`src/rtl/bcd_serial_adder_ctrl.sv`:
```
//==============================================================================
// Module   : bcd_serial_adder_ctrl
// Purpose  : Digit-serial packed-BCD adder/accumulator. One single-digit BCD
//            add stage is reused for all DIGITS digits, LSD first, under a
//            start/done handshake FSM (IDLE -> ADD x DIGITS -> DONE).
// Ports    : clk, rst_n (async, active low)
//            start, acc        - request; acc=1 uses current sum as operand B
//            a, b [4*DIGITS]   - packed BCD operands, digit 0 in [3:0]
//            cin               - carry into digit 0
//            busy, done        - in-progress flag, one-cycle completion pulse
//            sum, cout, err    - registered result, carry out, invalid flag
// Config   : `BCD_DIGIT_CHECK_EN enables the invalid-digit (>9) check;
//            when undefined, err is tied to 0.
// Revision : 1.0 - initial release
//==============================================================================
`default_nettype none

module bcd_serial_adder_ctrl #(
    parameter int DIGITS = 4
) (
    input  logic                  clk,
    input  logic                  rst_n,
    input  logic                  start,
    input  logic                  acc,
    input  logic [4*DIGITS-1:0]   a,
    input  logic [4*DIGITS-1:0]   b,
    input  logic                  cin,
    output logic                  busy,
    output logic                  done,
    output logic [4*DIGITS-1:0]   sum,
    output logic                  cout,
    output logic                  err
);

    localparam int W  = 4 * DIGITS;
    localparam int CW = $clog2(DIGITS);
    localparam logic [CW-1:0] C_LAST = CW'(DIGITS - 1);

    typedef enum logic [1:0] {
        S_IDLE = 2'd0,
        S_ADD  = 2'd1,
        S_DONE = 2'd2
    } state_t;

    state_t          r_state;
    logic [W-1:0]    r_a;
    logic [W-1:0]    r_b;
    logic [W-1:0]    r_res;
    logic            r_carry;
    logic [CW-1:0]   r_cnt;

    logic [4:0]      w_s;
    logic [3:0]      w_dig;
    logic            w_c;
    logic [W-1:0]    w_res_next;

    // Work operands are shifted right each digit, so the current digit
    // always sits in bits [3:0].
    always_comb begin
        w_s = {1'b0, r_a[3:0]} + {1'b0, r_b[3:0]} + {4'b0000, r_carry};
        if (w_s > 5'd9) begin
            w_dig = w_s[3:0] + 4'd6;
            w_c   = 1'b1;
        end else begin
            w_dig = w_s[3:0];
            w_c   = 1'b0;
        end
        // New digits enter at the top; after DIGITS shifts digit 0 is at LSB.
        w_res_next = {w_dig, r_res[W-1:4]};
    end

`ifdef BCD_DIGIT_CHECK_EN
    logic r_flag;
    logic w_bad;
    assign w_bad = (r_a[3:0] > 4'd9) || (r_b[3:0] > 4'd9);
`else
    assign err = 1'b0;
`endif

    always_ff @(posedge clk or negedge rst_n) begin
        if (!rst_n) begin
            r_state <= S_IDLE;
            r_a     <= '0;
            r_b     <= '0;
            r_res   <= '0;
            r_carry <= 1'b0;
            r_cnt   <= '0;
            busy    <= 1'b0;
            done    <= 1'b0;
            sum     <= '0;
            cout    <= 1'b0;
`ifdef BCD_DIGIT_CHECK_EN
            r_flag  <= 1'b0;
            err     <= 1'b0;
`endif
        end else begin
            case (r_state)
                S_IDLE: begin
                    done <= 1'b0;
                    if (start) begin
                        r_a     <= a;
                        // Accumulate mode takes sum as it stands this cycle.
                        r_b     <= acc ? sum : b;
                        r_carry <= cin;
                        r_res   <= '0;
                        r_cnt   <= '0;
                        busy    <= 1'b1;
`ifdef BCD_DIGIT_CHECK_EN
                        r_flag  <= 1'b0;
`endif
                        r_state <= S_ADD;
                    end
                end

                S_ADD: begin
                    r_a     <= {4'b0000, r_a[W-1:4]};
                    r_b     <= {4'b0000, r_b[W-1:4]};
                    r_res   <= w_res_next;
                    r_carry <= w_c;
                    r_cnt   <= r_cnt + 1'b1;
`ifdef BCD_DIGIT_CHECK_EN
                    r_flag  <= r_flag | w_bad;
`endif
                    // Last digit: publish results directly so they are valid
                    // throughout the DONE cycle together with the done pulse.
                    if (r_cnt == C_LAST) begin
                        sum     <= w_res_next;
                        cout    <= w_c;
`ifdef BCD_DIGIT_CHECK_EN
                        err     <= r_flag | w_bad;
`endif
                        done    <= 1'b1;
                        r_state <= S_DONE;
                    end
                end

                S_DONE: begin
                    done    <= 1'b0;
                    busy    <= 1'b0;
                    r_state <= S_IDLE;
                end

                default: begin
                    done    <= 1'b0;
                    busy    <= 1'b0;
                    r_state <= S_IDLE;
                end
            endcase
        end
    end

endmodule

`default_nettype wire

```
`config.mk`:
```
export PLATFORM = sky130hd
export DESIGN_NAME = bcd_serial_adder_ctrl
export DESIGN_NICKNAME = d
export VERILOG_FILES = /design/src/rtl/bcd_serial_adder_ctrl.sv
export SDC_FILE = /design/constraint.sdc
export NUM_CORES = 1
export LEC_CHECK = 0
export BUFFER_PORTS_ARGS = -buffer_cell sky130_fd_sc_hd__buf_2
export CAP_MARGIN = 5
export CORE_MARGIN = 2
export CORE_UTILIZATION = 45
export CTS_BUF_LIST = sky130_fd_sc_hd__clkbuf_16
export DETAILED_ROUTE_END_ITERATION = 10
export PLACE_DENSITY = 0.64
export SYNTH_ARGS = -nofsm -noshare
export SYNTH_HDL_FRONTEND = slang
export SYNTH_SLANG_ARGS = --single-unit
```
`constraint.sdc`:
```
create_clock -name clk -period 3.7 [get_ports clk]
set_clock_uncertainty 0.1 [all_clocks]
set_input_delay 0.37 -clock clk [delete_from_list [all_inputs] [get_ports clk]]
set_output_delay 0.37 -clock clk [all_outputs]
set_load 0.1 [all_outputs]
```
==> results of run 1 <==
[per-layer routing]
layer  share of wire  global-route usage  vias to the layer above
met2            0.49               0.321                       61
met4           0.011              0.0587                        0
li1                -                   -                     1120
met5               0                   0                        -
met1            0.45               0.260                     1166
met3           0.048              0.0622                        7
[metrics by stage]
stage	setup WS, ns	hold WS, ns
after floorplan	1.01	-0.0256
after global placement	0.921	0.200
after detailed placement	0.801	0.201
after CTS	0.776	0.160
after global routing	0.659	0.166
final	0.767	0.167
[cells in the final DEF, fill, tap and decap left out, types with 11 or more instances in the layout]
| cell type | n |
|---|---|
| mux2_2 | 18 |
| a22oi_1 | 18 |
| a21oi_1 | 14 |
| a22o_1 | 14 |
| buf_2 | 55 |
| nand2_1 | 31 |
| dfrtp_1 | 68 |
| mux2i_1 | 11 |
| o21ai_0 | 35 |
[worst max-delay path, delay by kind of cell (launching register included)]
kind	cells	cell delay, ns
mux	1	0.33
flops	1	0.41
buf+inv	2	0.18
compound gates	3	0.45
fa+ha+maj	3	1.15
xor+xnor	1	0.22
[cells by family (layout without fill, tap and decap cells)]
family / count (synthesis) / after routing
xor+xnor: 2 / 2
compound gates: 95 / 95
other cells: 1 / 1
mux: 30 / 30
fa+ha+maj: 7 / 7
buf+inv: 25 / 84
flops: 68 / 68
simple gates: 56 / 56
[sequential cells by signal, summed over array words and instances, names as in the netlist]
register	cells
done	1
r_cnt	2
cout	1
r_carry	1
r_res	12
r_b	16
sum	16
r_a	16
r_state	2
busy	1
[cell usage after synthesis (2+ instances only)]
cell      number
dfrtp_1       68
o21ai_0       35
nand2_1       31
a22oi_1       18
mux2_2        18
a21oi_1       14
a22o_1        14
mux2i_1       11
buf_2          9
clkbuf_1       9
nor2_1         9
nor2b_1        9
inv_1          6
ha_1           5
o21ai_1        4
nand2b_1       3
a21oi_2        2
fa_1           2
[area by class of cell]
cell class / count / area [sq um]
clock buffer: 9 / 225
clock inverter: 7 / 115
fill: 595 / 2940
inverter: 6 / 22.5
multi-input combinational: 191 / 1340
sequential: 68 / 1700
tap: 96 / 120
timing repair buffer: 62 / 330
[how the worst min path moves through the flow]
stage / from / end / slack (ns) / cells after the start
floorplan: rst_n / busy / -0.03 / 0
global placement: rst_n / r_res[8] / 0.20 / 1
detailed placement: rst_n / r_res[4] / 0.20 / 1
CTS: a[12] / r_a[12] / 0.16 / 2
global route: a[12] / r_a[12] / 0.17 / 2
finish: a[12] / r_a[12] / 0.17 / 2
[repair_timing]
action,in CTS,in global routing
endpoints found under the hold margin,15,0
gates resized for setup,0,0
hold buffers,1,0
==> results by group, run 1 <==
Worst setup path
  – Reg2Reg Depth: 10
  – Crit Reg-Reg Startpoint: r_a[0]
  – Worst reg-to-reg setup slack: 0.77 ns
  – Critical path class: reg -> reg
  – Worst Path Required: 3.84 ns
  – Critical Path Fanout Max: 3
  – Worst Setup EP: sum[14]
  – Arrival time worst endpoint: 3.07 ns
  – Crit path capture type: flip-flop
  – Crit path from: r_a[0]
  – Slowest stage delay, CP: 0.47 ns
  – Worst path slowest cell: fa_1
  – Crit-path cells: fa_1 -> fa_1 -> xor2_2 -> inv_1 -> ha_1 -> inv_1 -> o22ai_2 -> o31ai_4 -> mux2_4 -> o21ai_1
  – Worst r2r dst: sum[14]
  – Startpoint types: flip-flop

Route
  – DR DRC count: 0
  – DRT Wirelength: 7020 um
  – WL per Instance: 16.0 um
  – Via density: 5.36
  – DRT antenna net count: 0
  – Vias post-DR: 2,354
  – Iter 0 DRT Violations: 157
  – Drt pass-1 iters: 4

Yosys
  – Syn_area_per_cell: 11.1 sq um
  – Mapped Nets: 328
  – Unique masters post-synth: 35
  – Fraction of synthesized area in multiplexers: 0.104
  – Async S/R FF share, synth: 1.00
  – Post-Syn Instances: 284
  – Xor/xnor share of the synthesized area: 0.00796
  – Compound-cell area share of the yosys netlist: 0.197
  – Sequential area share after synthesis: 0.541
  – #FFs+latches synth: 68
  – Synth top area cells: dfrtp_1, mux2_2, o21ai_0
  – Most used flip-flop cell after synthesis: dfrtp_1
  – Synth warn: 0
  – Area share of the largest cell type after synthesis: 0.541
  – Main combinational cell family by area after synthesis: compound AO/OA/AOI/OAI gates
  – Simple-Gate Fraction of Synth Area: 0.0811
  – Post-synth EDFFs: 0
  – Adder-cell area share of the yosys netlist: 0.0326
  – Yosys top cell by area: dfrtp_1
  – Synth Cell Area: 0.00315 sq mm

Timing
  – Worst-margin pin slew: 0.919 ns
  – Setup TNS: 0 ns
  – RSZ-0062 raised after global routing: false
  – Crit path time final: 2.93 ns
  – Slew margin rel.: 0.386
  – Fmax: 341 MHz
  – Setup Viol. Count Final: 0
  – Final hold vios: 0
  – Tcrit/Tclk final: 0.793
  – Number of max-slew violations in the final report: 0

Die
  – Initial Util: 0.463
  – IO Pins: 57
  – Core area: 0.00679 sq mm
  – Die Height: 87.6 um
  – Die Area: 0.00767 sq mm
  – Num rows: 30
  – DIE WIDTH: 87.6 um

Clocking
  – CTS tree: yes
  – Postcts setup bufs: 0
  – CTS HTree Levels: 3
  – Clock tree buffer depth: 2
  – Clk Latency, worst-skew pair: 0.33 ns
  – Clock slew at reported path FFs: 0.06 ns
  – Clock sinks: 68
  – Root buffer cell: clkbuf_16
  – Total CTS buffers: 9

Placed design
  – Gpl congestion: 0.874
  – Hpwl dp: 4840 um
  – # port buffers: 55
  – DP Area: 0.00351 sq mm
  – Placed instance count: 422

Global routing
  – Number of global-route vias before repair: 2,249
  – Global-route usage over all layers: 0.199
  – Initial antenna violation count: 0
  – Largest net degree at the start of global routing: 32
  – First-pass GRT wire length: 11,400 um
  – Gr ovfl total: 0

Finish
  – Antenna Cells: 0
  – Syn-to-layout area delta: 22.6%
  – Fin util: 0.568
  – Layout cell share with drive strength beyond 1: 0.300
  – Final #Nets: 382
  – Finished Layout Cells: 439
  – Final instance area: 0.00386 sq mm

Job
  – Max-Cap Viols: 0

Run status
  – Outcome: completed

Min path
  – Hold Path Class: in -> reg
Power of run 1 is left out: the tool's default activity adds up to more than one toggle a clock period on the data nets, which glitch-free logic cannot reach.
==> inputs of run 2 (changes only) <==
==> constraint.sdc (replaced) <==
create_clock -name clk -period 3 [get_ports clk]
set_clock_uncertainty 0.1 [all_clocks]
set_input_delay 0.3 -clock clk [delete_from_list [all_inputs] [get_ports clk]]
set_output_delay 0.3 -clock clk [all_outputs]
set_load 0.1 [all_outputs]
==> run 2 against run 1 <==
Routed wire length shrank 1.1%. Sequential cell count is the same. Non-clock buffer count is the same. Sequential share of layout area grew 0.74 points. Critical path type unchanged.
==> results by group, run 2 (synthesis gave the netlist of run 1 again) <==
Timing
  – Setup TNS: 0 ns
  – Crit path time final: 2.85 ns
  – RSZ-0062 raised after global routing: false
  – Fmax: 351 MHz
  – Tcrit/Tclk final: 0.950
  – Number of max-slew violations in the final report: 0
  – Final hold vios: 0
  – Worst-margin pin slew: 1.10 ns
  – Slew margin rel.: 0.265
  – Setup Viol. Count Final: 0

Route
  – Iter 0 DRT Violations: 167
  – DR DRC count: 0
  – Vias post-DR: 2,277
  – WL per Instance: 15.8 um
  – DRT Wirelength: 6950 um
  – Met2 routed WL: 3270 um
  – Metal-1 WL: 3330 um
  – Via density: 5.19
  – Drt pass-1 iters: 4
  – DRT antenna net count: 0
  – Max layer used: met4
  – Met3 wire len: 247 um

Placed design
  – Hpwl dp: 4870 um
  – Gpl congestion: 0.881
  – # port buffers: 55

Worst setup path
  – Crit-path cells: fa_1 -> fa_2 -> xor2_2 -> inv_1 -> ha_1 -> inv_1 -> o22ai_2 -> o31ai_4 -> mux2_4 -> o21ai_1
  – Startpoint types: flip-flop
  – Crit path capture type: flip-flop
  – Arrival time worst endpoint: 3.00 ns
  – Critical path class: reg -> reg
  – Worst r2r dst: sum[14]
  – Crit-path most repeated cell: inv_1
  – Worst reg-to-reg setup slack: 0.15 ns
  – Worst Path Required: 3.15 ns
  – Slowest stage delay, CP: 0.48 ns
  – Worst Path Buf+Inv: 2
  – Critical Path Fanout Max: 3
  – Worst path slowest cell: fa_1
  – Crit Reg-Reg Startpoint: r_a[0]
  – Reg2Reg Depth: 10
  – Crit. path cell count: 10
  – Crit path max-delay family: adder cells

Die
  – DIE WIDTH: 87.6 um
  – Core area: 0.00679 sq mm
  – Die Area: 0.00767 sq mm
  – Die Height: 87.6 um
  – IO Pins: 57
  – Num rows: 30
  – Initial Util: 0.463

Finish
  – Final #Nets: 382
  – Layout cell share with drive strength beyond 1: 0.297
  – Largest registers: r_a (16), r_b (16), sum (16)
  – Most frequent cells in the layout: dfrtp_1, buf_2, o21ai_0
  – Most common cell after layout, fill and taps aside: dfrtp_1
  – Seq. cell area: 0.00170 sq mm
  – Syn-to-layout area delta: 20.6%
  – Area occupied by multi-input gates: 0.00134 sq mm
  – Fillcell total: 611
  – Antenna Cells: 0

Min path
  – Min-Delay Startpoint: a[12]
  – Worst Hold Depth: 2
  – Hold Path Class: in -> reg
  – Hold EP: r_a[12]

Clocking
  – Clock slew at reported path FFs: 0.06 ns
  – Clk Latency, worst-skew pair: 0.32 ns
  – CTS tree: yes
  – Total CTS buffers: 9
  – Clock tree buffer depth: 2
  – Postcts setup bufs: 0
  – Root buffer cell: clkbuf_16
  – Clock sinks: 68
  – CTS HTree Levels: 3

Global routing
  – Largest net degree at the start of global routing: 38
  – Number of global-route vias before repair: 2,285
  – Gr ovfl total: 0
  – First-pass GRT wire length: 11,600 um
  – Global-route usage over all layers: 0.201
  – Initial antenna violation count: 0

Job
  – Max-Cap Viols: 0

Run status
  – Outcome: completed
[run 2: cell count changes in the layout (fill, tap and decap cells not counted)]
cell | before | now
clkinvlp_4 | 0 | 1
inv_1 | 6 | 8
buf_4 | 6 | 5
buf_12 | 0 | 1
bufinv_16 | 3 | 0
clkinv_2 | 0 | 1
fa_1 | 2 | 1
clkinv_4 | 2 | 1
fa_2 | 0 | 1
[run 2: metal layers]
| layer | global-route usage | vias up |
|---|---|---|
| li1 | - | 1122 |
| met1 | 0.279 | 1100 |
| met2 | 0.306 | 47 |
| met3 | 0.0537 | 8 |
| met4 | 0.0699 | 0 |
| met5 | 0 | - |
[run 2: area by class of cell]
| cell class | count | share of cell area |
|---|---|---|
| multi-input cells | 191 | 0.354 |
| flip-flops and latches | 68 | 0.449 |
| well taps | 96 | 0.0317 |
| clock inverters | 7 | 0.00957 |
| inverters | 6 | 0.00594 |
| clock buffers | 9 | 0.0594 |
| repair buffers | 62 | 0.0904 |
[run 2: how the worst max path moves through the flow]
stage / to / start
global placement: r_res[14] / r_a[0]
detailed placement: r_res[14] / r_a[0]
global route: sum[14] / r_a[0]
CTS: r_res[14] / r_a[0]
finish: sum[14] / r_a[0]
floorplan: r_res[14] / r_a[0]
[run 2: worst reg2reg max path, stage by stage (launching register included)]
cell and delay (ns):
dfrtp_1 0.41, fa_1 0.48, fa_2 0.39, xor2_2 0.23, inv_1 0.09, ha_1 0.23
inv_1 0.08, o22ai_2 0.09, o31ai_4 0.23, mux2_4 0.33, o21ai_1 0.11
[run 2: through the flow]
step / cells / setup WS, ns / hold slack [ns] / area (sq um) / utilization
6_report: 439 / 0.150 / 0.0920 / 3790 / 0.558
5_1_grt: 439 / 0.0275 / 0.0903 / 3790 / 0.558
4_1_cts: 439 / 0.113 / 0.0814 / 3790 / 0.558
3_5_place_dp: 422 / 0.125 / 0.322 / 3520 / 0.518
3_3_place_gp: 422 / 0.227 / 0.305 / 3520 / 0.518
2_1_floorplan: 284 / 0.309 / -0.0956 / 3150 / -
[run 2: timing repair]
item / 4_1_cts / 5_1_grt
endpoints found under the hold margin: 31 / 0
hold buffers: 1 / 0
setup endpoints to repair: 0 / 1
resized for setup: 0 / 1
Power of run 2 is left out for the same reason.
==> inputs of run 3 (changes only) <==
==> config.mk (replaced) <==
export PLATFORM = sky130hd
export DESIGN_NAME = bcd_serial_adder_ctrl
export DESIGN_NICKNAME = d
export VERILOG_FILES = /design/src/rtl/bcd_serial_adder_ctrl.sv
export SDC_FILE = /design/constraint.sdc
export NUM_CORES = 1
export LEC_CHECK = 0
export CAP_MARGIN = 20
export CORE_MARGIN = 2
export CORE_UTILIZATION = 40
export CTS_BUF_LIST = sky130_fd_sc_hd__clkbuf_16
export DETAILED_ROUTE_END_ITERATION = 10
export DONT_BUFFER_PORTS = 1
export PLACE_DENSITY = 0.51
export SYNTH_ARGS = -nofsm -noshare
export SYNTH_HDL_FRONTEND = slang
export SYNTH_SLANG_ARGS = --single-unit
==> run 3 against run 2 <==
The run now ends with hold timing left. Maximum frequency barely moved. Critical path depth did not move. Hold slack got worse by 0.092 ns. Die area rose by 12%. Critical endpoint unchanged.
==> results by group, run 3 (synthesis gave the netlist of run 1 again) <==
Worst setup path
  – Worst path slowest cell: fa_1
  – Slowest stage delay, CP: 0.47 ns
  – Critical Path Fanout Max: 3
  – Crit Reg-Reg Startpoint: r_a[0]
  – Worst reg-to-reg setup slack: 0.15 ns
  – Critical path class: reg -> reg
  – Worst Path Required: 3.16 ns
  – Crit-path cells: fa_1 -> fa_1 -> xor2_2 -> inv_1 -> ha_1 -> inv_1 -> o22ai_2 -> o31ai_4 -> mux2_4 -> o21ai_1
  – Crit path capture type: flip-flop
  – Startpoint types: flip-flop
  – Worst Path Buf+Inv: 2
  – Crit path max-delay family: adder cells
  – Worst r2r dst: sum[14]
  – Reg2Reg Depth: 10
  – Crit path from: r_a[0]
  – Arrival time worst endpoint: 3.01 ns

Finish
  – Layout cell share with drive strength beyond 1: 0.162
  – Most common cell after layout, fill and taps aside: dfrtp_1
  – Final #Nets: 331
  – Antenna Cells: 0
  – Syn-to-layout area delta: 13.6%
  – Most frequent cells in the layout: dfrtp_1, o21ai_0, nand2_1
  – Largest registers: r_a (16), r_b (16), sum (16)

Run status
  – Outcome: complete, but fails checks
  – Failing checks: hold timing

Min path
  – Min-Delay Startpoint: a[13]
  – Hold EP: r_a[13]
  – Worst Hold Depth: 1
  – Hold Path Class: in -> reg

Route
  – Iter 0 DRT Violations: 99
  – DRT antenna net count: 0
  – Drt pass-1 iters: 4
  – Vias post-DR: 2,135
  – DR DRC count: 0
  – WL per Instance: 18.5 um
  – Via density: 5.45
  – DRT Wirelength: 7240 um

Clocking
  – Clock sinks: 68
  – Clock tree buffer depth: 2
  – CTS HTree Levels: 3
  – Postcts setup bufs: 0
  – Clk Latency, worst-skew pair: 0.33 ns
  – Root buffer cell: clkbuf_16
  – Total CTS buffers: 9
  – Clock slew at reported path FFs: 0.05 ns
  – Number of gates resized after cts: 0
  – CTS tree: yes

Global routing
  – Initial antenna violation count: 0
  – Global-route usage over all layers: 0.179
  – Number of global-route vias before repair: 2,113
  – Gr ovfl total: 0
  – First-pass GRT wire length: 11,600 um
  – Largest net degree at the start of global routing: 69

Timing
  – Tcrit/Tclk final: 0.950
  – WHS: -0.000201 ns
  – Number of max-slew violations in the final report: 0
  – Slew margin rel.: 0.359
  – Crit path time final: 2.85 ns
  – Worst-margin pin slew: 0.962 ns
  – Setup TNS: 0 ns
  – RSZ-0062 raised after global routing: false
  – Fmax: 351 MHz
  – Setup Viol. Count Final: 0
  – Final hold vios: 1

Job
  – Max-Cap Viols: 0

Placed design
  – Hpwl dp: 4780 um
  – # port buffers: 0
  – Gpl congestion: 0.806

Die
  – IO Pins: 57
  – Num rows: 32
  – Die Height: 92.7 um
  – Initial Util: 0.409
  – DIE WIDTH: 92.7 um
  – Core area: 0.00769 sq mm
  – Die Area: 0.00859 sq mm
==> run 3: worst max path at each step <==
stage / cells past startpoint / end / slack [ns]
2_1_floorplan: 10 / r_res[14] / 0.31
3_3_place_gp: 10 / r_res[14] / 0.22
3_5_place_dp: 10 / sum[14] / 0.15
4_1_cts: 10 / r_res[14] / 0.15
5_1_grt: 10 / sum[14] / 0.03
6_report: 10 / sum[14] / 0.15
==> run 3: per-stage QoR <==
stage | worst slack [ns] | hold slack, ns | util | cells | area (sq um)
after floorplan | 0.309 | -0.0956 | - | 284 | 3150
after global placement | 0.217 | -0.0929 | 0.422 | 374 | 3250
after detailed placement | 0.150 | -0.0930 | 0.422 | 374 | 3250
after CTS | 0.148 | 0.000431 | 0.465 | 392 | 3570
after global routing | 0.0276 | 0.000451 | 0.465 | 392 | 3570
final | 0.149 | -0.000201 | 0.465 | 392 | 3570
==> run 3: area by class of cell <==
type / instances / area, sq um
Multi-Input combinational cell: 191 / 1340
Timing Repair Buffer: 11 / 110
Fill cell: 728 / 4110
Tap cell: 102 / 128
Clock buffer: 9 / 225
Inverter: 6 / 22.5
Clock inverter: 5 / 46.3
Sequential cell: 68 / 1700
==> run 3: timing repair <==
action,CTS,global route
setup endpoints to repair,0,0
hold buffers,4,0
endpoints found under the hold margin,70,0
==> run 3: layer usage <==
layer	GRT usage	up-vias	wire length, um
li1	-	1023	-
met1	0.253	1055	3450
met2	0.259	44	3290
met3	0.0537	13	375
met4	0.0699	0	128
met5	0	-	0
==> run 3: worst register-to-register path, cell delays in order, from the launching register on <==
cell	delay, ns
dfrtp_1	0.41
fa_1	0.48
fa_1	0.44
xor2_2	0.20
inv_1	0.08
ha_1	0.23
inv_1	0.07
o22ai_2	0.10
o31ai_4	0.23
mux2_4	0.33
o21ai_1	0.11
Power of run 3 is left out for the same reason.
